$ cat src/rtl/ctrl_pipe_hazard.sv
// ctrl_pipe_hazard
// This block is the downstream end of the ID-stage control decode. It carries the
// decoded controls and register specifiers through the ID/EX, EX/MEM and MEM/WB
// pipeline registers. It also detects load-use hazards and resolves taken branches
// in MEM.
//
// Ports
//   clk_i, reset_i           clock and synchronous active-high reset
//   id_*_i                   decoded controls and rs/rt/rd specifiers from ID
//   ex_zero_i                ALU zero flag of the instruction currently in EX
//   hazard_o                 load-use stall: PC write-disable, IF/ID hold, decoder hazard
//   pc_src_o                 taken branch in MEM: PC mux select, IF/ID flush
//   ex_*_o                   EX-stage controls and rs/rt for forwarding
//   mem_*_o                  MEM-stage controls, destination register and write enable
//   wb_*_o                   WB-stage controls and destination register
//   stall_cnt_o/flush_cnt_o  saturating counts of stall and flush cycles
module ctrl_pipe_hazard #(
  parameter int RAW   = 5,
  parameter int CNT_W = 16
) (
  input  logic             clk_i,
  input  logic             reset_i,
  input  logic             id_RegDst_i,
  input  logic             id_branch_i,
  input  logic             id_MemRead_i,
  input  logic             id_MemtoReg_i,
  input  logic             id_MemWrite_i,
  input  logic             id_AluSrc_i,
  input  logic             id_RegWrite_i,
  input  logic [1:0]       id_ALUop_i,
  input  logic [RAW-1:0]   id_rs_i,
  input  logic [RAW-1:0]   id_rt_i,
  input  logic [RAW-1:0]   id_rd_i,
  input  logic             ex_zero_i,
  output logic             hazard_o,
  output logic             pc_src_o,
  output logic             ex_RegDst_o,
  output logic             ex_AluSrc_o,
  output logic             ex_MemRead_o,
  output logic [1:0]       ex_ALUop_o,
  output logic [RAW-1:0]   ex_rs_o,
  output logic [RAW-1:0]   ex_rt_o,
  output logic             mem_MemRead_o,
  output logic             mem_MemWrite_o,
  output logic [RAW-1:0]   mem_wreg_o,
  output logic             mem_RegWrite_o,
  output logic             wb_MemtoReg_o,
  output logic             wb_RegWrite_o,
  output logic [RAW-1:0]   wb_wreg_o,
  output logic [CNT_W-1:0] stall_cnt_o,
  output logic [CNT_W-1:0] flush_cnt_o
);

  typedef struct packed {
    logic           reg_dst;
    logic           alu_src;
    logic           mem_read;
    logic [1:0]     alu_op;
    logic           branch;
    logic           mem_write;
    logic           mem_to_reg;
    logic           reg_write;
    logic [RAW-1:0] rs;
    logic [RAW-1:0] rt;
    logic [RAW-1:0] rd;
  } idex_t;

  typedef struct packed {
    logic           branch;
    logic           zero;
    logic           mem_read;
    logic           mem_write;
    logic           mem_to_reg;
    logic           reg_write;
    logic [RAW-1:0] wreg;
  } exmem_t;

  typedef struct packed {
    logic           mem_to_reg;
    logic           reg_write;
    logic [RAW-1:0] wreg;
  } memwb_t;

  localparam idex_t          IDEX_BUBBLE  = '0;
  localparam exmem_t         EXMEM_BUBBLE = '0;
  localparam logic [CNT_W-1:0] CNT_ONE    = {{(CNT_W-1){1'b0}}, 1'b1};
  localparam logic [CNT_W-1:0] CNT_MAX    = {CNT_W{1'b1}};
  localparam logic [RAW-1:0]   REG_ZERO   = {RAW{1'b0}};

  idex_t            ex_d, ex_q;
  exmem_t           mem_d, mem_q;
  memwb_t           wb_d, wb_q;
  logic [CNT_W-1:0] stall_cnt_d, stall_cnt_q;
  logic [CNT_W-1:0] flush_cnt_d, flush_cnt_q;
  logic             pc_src;
  logic             hazard;

  // Branch resolution in MEM and load-use detection; a taken branch masks the
  // stall because the instruction that would be stalled is squashed anyway.
  always_comb begin
    pc_src = mem_q.branch & mem_q.zero;
    hazard = ex_q.mem_read & (ex_q.rt != REG_ZERO)
           & ((ex_q.rt == id_rs_i) | (ex_q.rt == id_rt_i)) & ~pc_src;
  end

  // Next-state of the three pipeline registers and the event counters.
  always_comb begin
    ex_d        = IDEX_BUBBLE;
    mem_d       = EXMEM_BUBBLE;
    wb_d        = '{mem_to_reg: mem_q.mem_to_reg, reg_write: mem_q.reg_write, wreg: mem_q.wreg};
    stall_cnt_d = stall_cnt_q;
    flush_cnt_d = flush_cnt_q;

    if (hazard | pc_src) begin
      ex_d = IDEX_BUBBLE;
    end else begin
      ex_d = '{reg_dst:   id_RegDst_i,   alu_src:    id_AluSrc_i,
               mem_read:  id_MemRead_i,  alu_op:     id_ALUop_i,
               branch:    id_branch_i,   mem_write:  id_MemWrite_i,
               mem_to_reg: id_MemtoReg_i, reg_write: id_RegWrite_i,
               rs: id_rs_i, rt: id_rt_i, rd: id_rd_i};
    end

    if (pc_src) begin
      mem_d = EXMEM_BUBBLE;
    end else begin
      mem_d = '{branch:     ex_q.branch,     zero:      ex_zero_i,
                mem_read:   ex_q.mem_read,   mem_write: ex_q.mem_write,
                mem_to_reg: ex_q.mem_to_reg, reg_write: ex_q.reg_write,
                wreg:       ex_q.reg_dst ? ex_q.rd : ex_q.rt};
    end

    if (hazard && (stall_cnt_q != CNT_MAX)) begin
      stall_cnt_d = stall_cnt_q + CNT_ONE;
    end else begin
      stall_cnt_d = stall_cnt_q;
    end

    if (pc_src && (flush_cnt_q != CNT_MAX)) begin
      flush_cnt_d = flush_cnt_q + CNT_ONE;
    end else begin
      flush_cnt_d = flush_cnt_q;
    end
  end

  // State registers; reset clears everything and overrides stall and flush.
  always_ff @(posedge clk_i) begin
    if (reset_i) begin
      ex_q        <= IDEX_BUBBLE;
      mem_q       <= EXMEM_BUBBLE;
      wb_q        <= '0;
      stall_cnt_q <= {CNT_W{1'b0}};
      flush_cnt_q <= {CNT_W{1'b0}};
    end else begin
      ex_q        <= ex_d;
      mem_q       <= mem_d;
      wb_q        <= wb_d;
      stall_cnt_q <= stall_cnt_d;
      flush_cnt_q <= flush_cnt_d;
    end
  end

  assign hazard_o       = hazard;
  assign pc_src_o       = pc_src;
  assign ex_RegDst_o    = ex_q.reg_dst;
  assign ex_AluSrc_o    = ex_q.alu_src;
  assign ex_MemRead_o   = ex_q.mem_read;
  assign ex_ALUop_o     = ex_q.alu_op;
  assign ex_rs_o        = ex_q.rs;
  assign ex_rt_o        = ex_q.rt;
  assign mem_MemRead_o  = mem_q.mem_read;
  assign mem_MemWrite_o = mem_q.mem_write;
  assign mem_wreg_o     = mem_q.wreg;
  assign mem_RegWrite_o = mem_q.reg_write;
  assign wb_MemtoReg_o  = wb_q.mem_to_reg;
  assign wb_RegWrite_o  = wb_q.reg_write;
  assign wb_wreg_o      = wb_q.wreg;
  assign stall_cnt_o    = stall_cnt_q;
  assign flush_cnt_o    = flush_cnt_q;

endmodule

$ cat config.mk
export PLATFORM = sky130hd
export DESIGN_NAME = ctrl_pipe_hazard
export DESIGN_NICKNAME = d
export VERILOG_FILES = /design/src/rtl/ctrl_pipe_hazard.sv
export SDC_FILE = /design/constraint.sdc
export NUM_CORES = 1
export LEC_CHECK = 0
export ABC_CLOCK_PERIOD_IN_PS = 5600
export BUFFER_PORTS_ARGS = -buffer_cell sky130_fd_sc_hd__buf_2
export CAP_MARGIN = 0
export CORE_MARGIN = 4
export CORE_UTILIZATION = 55
export DETAILED_ROUTE_END_ITERATION = 10
export PLACE_DENSITY = 0.85
export SLEW_MARGIN = 20
export SYNTH_ARGS = -nofsm -noshare
export SYNTH_HDL_FRONTEND = slang
export SYNTH_SLANG_ARGS = --single-unit
$ cat constraint.sdc
create_clock -name clk_i -period 5.6 [get_ports clk_i]
set_input_delay 1.12 -clock clk_i [delete_from_list [all_inputs] [get_ports clk_i]]
set_output_delay 1.12 -clock clk_i [all_outputs]
set_load 0.01 [all_outputs]
==> results.py <==
metrics = {
    "run_status": {
        "status": "complete, no violations",
    },
    "die": {
        "core_um2": 5507,
        "dieArea_um2": 6963,
        "die_w_um": 83.45,
        "initial_core_util_pct": 56.85,
        "die_y_um": 83.45,
        "io_pins": 91,
        "num_rows": 27,
    },
    "critical_path": {
        "critPathCaptureType": "primary output",
        "cp_max_fo": 9,
        "worstPathCellList": "buf_2 > xor2_1 > nor3_1 > a22oi_2 > nor3_1 > buf_2",
        "cp.arrival_ns": 2.27,
        "required_ns": 4.48,
        "path_delay_family": "simple AND/OR/NAND/NOR gates",
        "cp.buffers_inverters": 2,
        "cp-start-kind": "input port",
        "max_stage_delay_ns": 0.27,
        "critPathSlowestCell": "nor3_1",
        "criticalPathCategory": "input port to primary output",
    },
    "place": {
        "hpwl_mm": 4.796,
        "io_buffers": 90,
        "place.gp.congestion": 0.8431,
    },
    "clock_network": {
        "cts_setup_buffers": 0,
        "cts-buffers-inserted": 9,
        "clockRootBuffer": "clkbuf_8",
        "cts_sinks": 74,
        "clk_pin_slew_worst_paths_ns": 0.08,
        "worst_skew_pair.late_latency_ns": 0.34,
        "clk_path_buf_depth": 2,
        "h-tree-depth": 3,
        "post_cts_resized": 0,
        "postCtsHoldBufs": 0,
        "cts_tree": "done",
    },
    "timing": {
        "relSlewSlack_pct": 48.70,
        "setup-violations-final": 0,
        "fin_crit_sh_pct": 60.51,
        "final.setup.tns_ns": 0,
        "fmax_ghz": 0.2951,
        "rsz0062_at_grt": "no",
        "skew_ns": 0.007332,
        "tightest_slew_ns": 0.7696,
        "slew_violations": 0,
        "hold_viol": 0,
        "finalCriticalPeriod_ns": 3.388,
    },
    "global_routing": {
        "antenna_found_initial": 0,
        "globalRouteTotalUtil_pct": 19.85,
        "grt-ovfl-total": 0,
        "grt_pass1_vias": 2408,
        "grt_max_degree": 46,
        "grt_pass1_wl_mm": 11.19,
    },
    "logic_synthesis": {
        "synthCells": 325,
        "ys_seq_area_share_pct": 47.32,
        "synth_ff_type": "dfxtp_1",
        "post_synth_fa_ha_maj_area_fraction_pct": 0.7994,
        "synth_nets": 354,
        "synth-async-reset-ratio_pct": 0,
        "synth_xor_area_share_pct": 6.715,
        "netlist_area_um2": 3131,
        "synth_top_area_share_pct": 47.32,
        "synthMuxAreaShare_pct": 4.756,
        "yosys.area_share.simple_pct": 24.54,
        "ys_seq_elements": 74,
        "avgSynthCellArea_um2": 9.632,
        "synth_compound_area_share_pct": 9.153,
        "synth_top_area_cell": "dfxtp_1",
        "synth_area_leaders": "dfxtp_1, and2_1, xor2_1",
        "yosysUniqueCellTypes": 48,
        "synth-edff-count": 0,
        "synth_top_family_by_area": "simple AND/OR/NAND/NOR gates",
        "yosysWarnings": 0,
    },
    "detailed_routing": {
        "num_vias": 2547,
        "routed_wl_mm": 6.717,
        "first_pass_iters": 4,
        "vias_per_cell": 5.362,
        "drtIter0Drc": 242,
        "final_antenna_net_count": 0,
        "drc_errors": 0,
        "post_drt_wl_per_cell_um": 14.14,
    },
    "pwr": {
        "ir_drop_mv": 0.1741,
        "power_mw": 0.9793,
        "p_leak_nw": 1.574,
        "powerDensity_nw_per_um2": 267.5,
    },
    "min_path": {
        "hold_class": "register to register",
    },
    "layout": {
        "fin_nets": 427,
        "n_antenna_cell": 0,
        "layout-drive-gt1-share_pct": 29.78,
        "syn_to_final_growth_pct": 16.95,
    },
    "run": {
        "max_cap_violations": 0,
    },
}
[cells in the mapped netlist (2+ instances only)]
cell type and n:
o31ai_1 4, ha_1 2, mux2_4 3, a21oi_1 11, buf_4 18, a211oi_1 2
o21ai_0 5, nor3_1 7, clkbuf_2 2, and4_1 2, o2111ai_1 3, nand4_1 6
or4_1 4, xnor2_1 6, nor4_1 2, xor2_1 18, mux2_2 3, clkbuf_1 7
nor2_1 33, and3_1 3, nand3_1 13, nor2b_1 12, dfxtp_1 74, or3_1 6
mux2i_1 7, o211ai_1 4, nand2_1 13, and2_1 31, inv_1 5
[area by class of cell]
| class | instances | area (µm²) |
|---|---|---|
| repair buffers | 91 | 461.7 |
| inverters | 5 | 18.77 |
| clock buffers | 10 | 127.6 |
| clock inverters | 6 | 42.54 |
| well taps | 72 | 90.09 |
| flip-flops and latches | 74 | 1481 |
| multi-input cells | 217 | 1439 |
| fillers | 447 | 1846 |
[cell families after synthesis]
group,after synthesis
simple gates,139
flops,74
compound gates,39
buf+inv,34
xor+xnor,24
mux,13
fa+ha+maj,2
[layer usage]
metal	track usage, %	part of all wire (%)	vias up
met5	0	0	-
met4	8.918	1.8	0
met3	5.556	7.7	12
met2	34.11	50	95
met1	22.93	41	1188
li1	-	-	1252
[layout by cell type, fill, tap and decap left out, drive strengths merged, types with 7 or more instances in the layout]
cell type,instances
a21oi,11
and2,31
buf,91
clkbuf,10
dfxtp,74
mux2i,7
nand2,13
nand3,13
nor2,34
nor2b,12
nor3,7
xor2,18
[stage by stage]
step / cell area (µm²) / std cells / setup slack, ns / utilization (%) / hold slack, ns
6_report: 3661 / 475 / 2.212 / 66.48 / 0.4294
5_1_grt: 3661 / 475 / 2.138 / 66.48 / 0.4462
4_1_cts: 3650 / 474 / 1.839 / 66.28 / 0.4319
3_5_place_dp: 3480 / 458 / 1.840 / 63.19 / 0.4129
3_3_place_gp: 3480 / 458 / 1.910 / 63.19 / 0.4088
2_1_floorplan: 3131 / 325 / 2.231 / - / 0.4057
[report_power, final]
part	leakage, nW	internal (mW)	total [mW]	switching, mW
Combinational	0.886	0.0315	0.0696	0.0380
Sequential	0.605	0.542	0.552	0.00998
Clock	0.0827	0.161	0.358	0.197
[registers in the layout, summed over array words and instances, names as in the netlist, 2 cells and up]
register     cells
ex_q             9
ex_rt_o          5
stall_cnt_o     16
flush_cnt_o     16
ex_ALUop_o       2
ex_rs_o          5
mem_wreg_o       5
mem_q            3
wb_wreg_o        5
[worst paths after layout]
kind,start,end,slack (ns),depth (start not counted)
max reg2reg,ex_rt_o[3]$_SDFF_PP0_,stall_cnt_o[5]$_SDFFE_PP0P_,3.44,6
min reg2reg,ex_q[17]$_SDFF_PP0_,mem_MemWrite_o$_SDFF_PP0_,0.43,1
max,id_rt_i[3],hazard_o,2.21,6
min,ex_q[17]$_SDFF_PP0_,mem_MemWrite_o$_SDFF_PP0_,0.43,1
No activity file was read; power rests on OpenSTA's default activity.
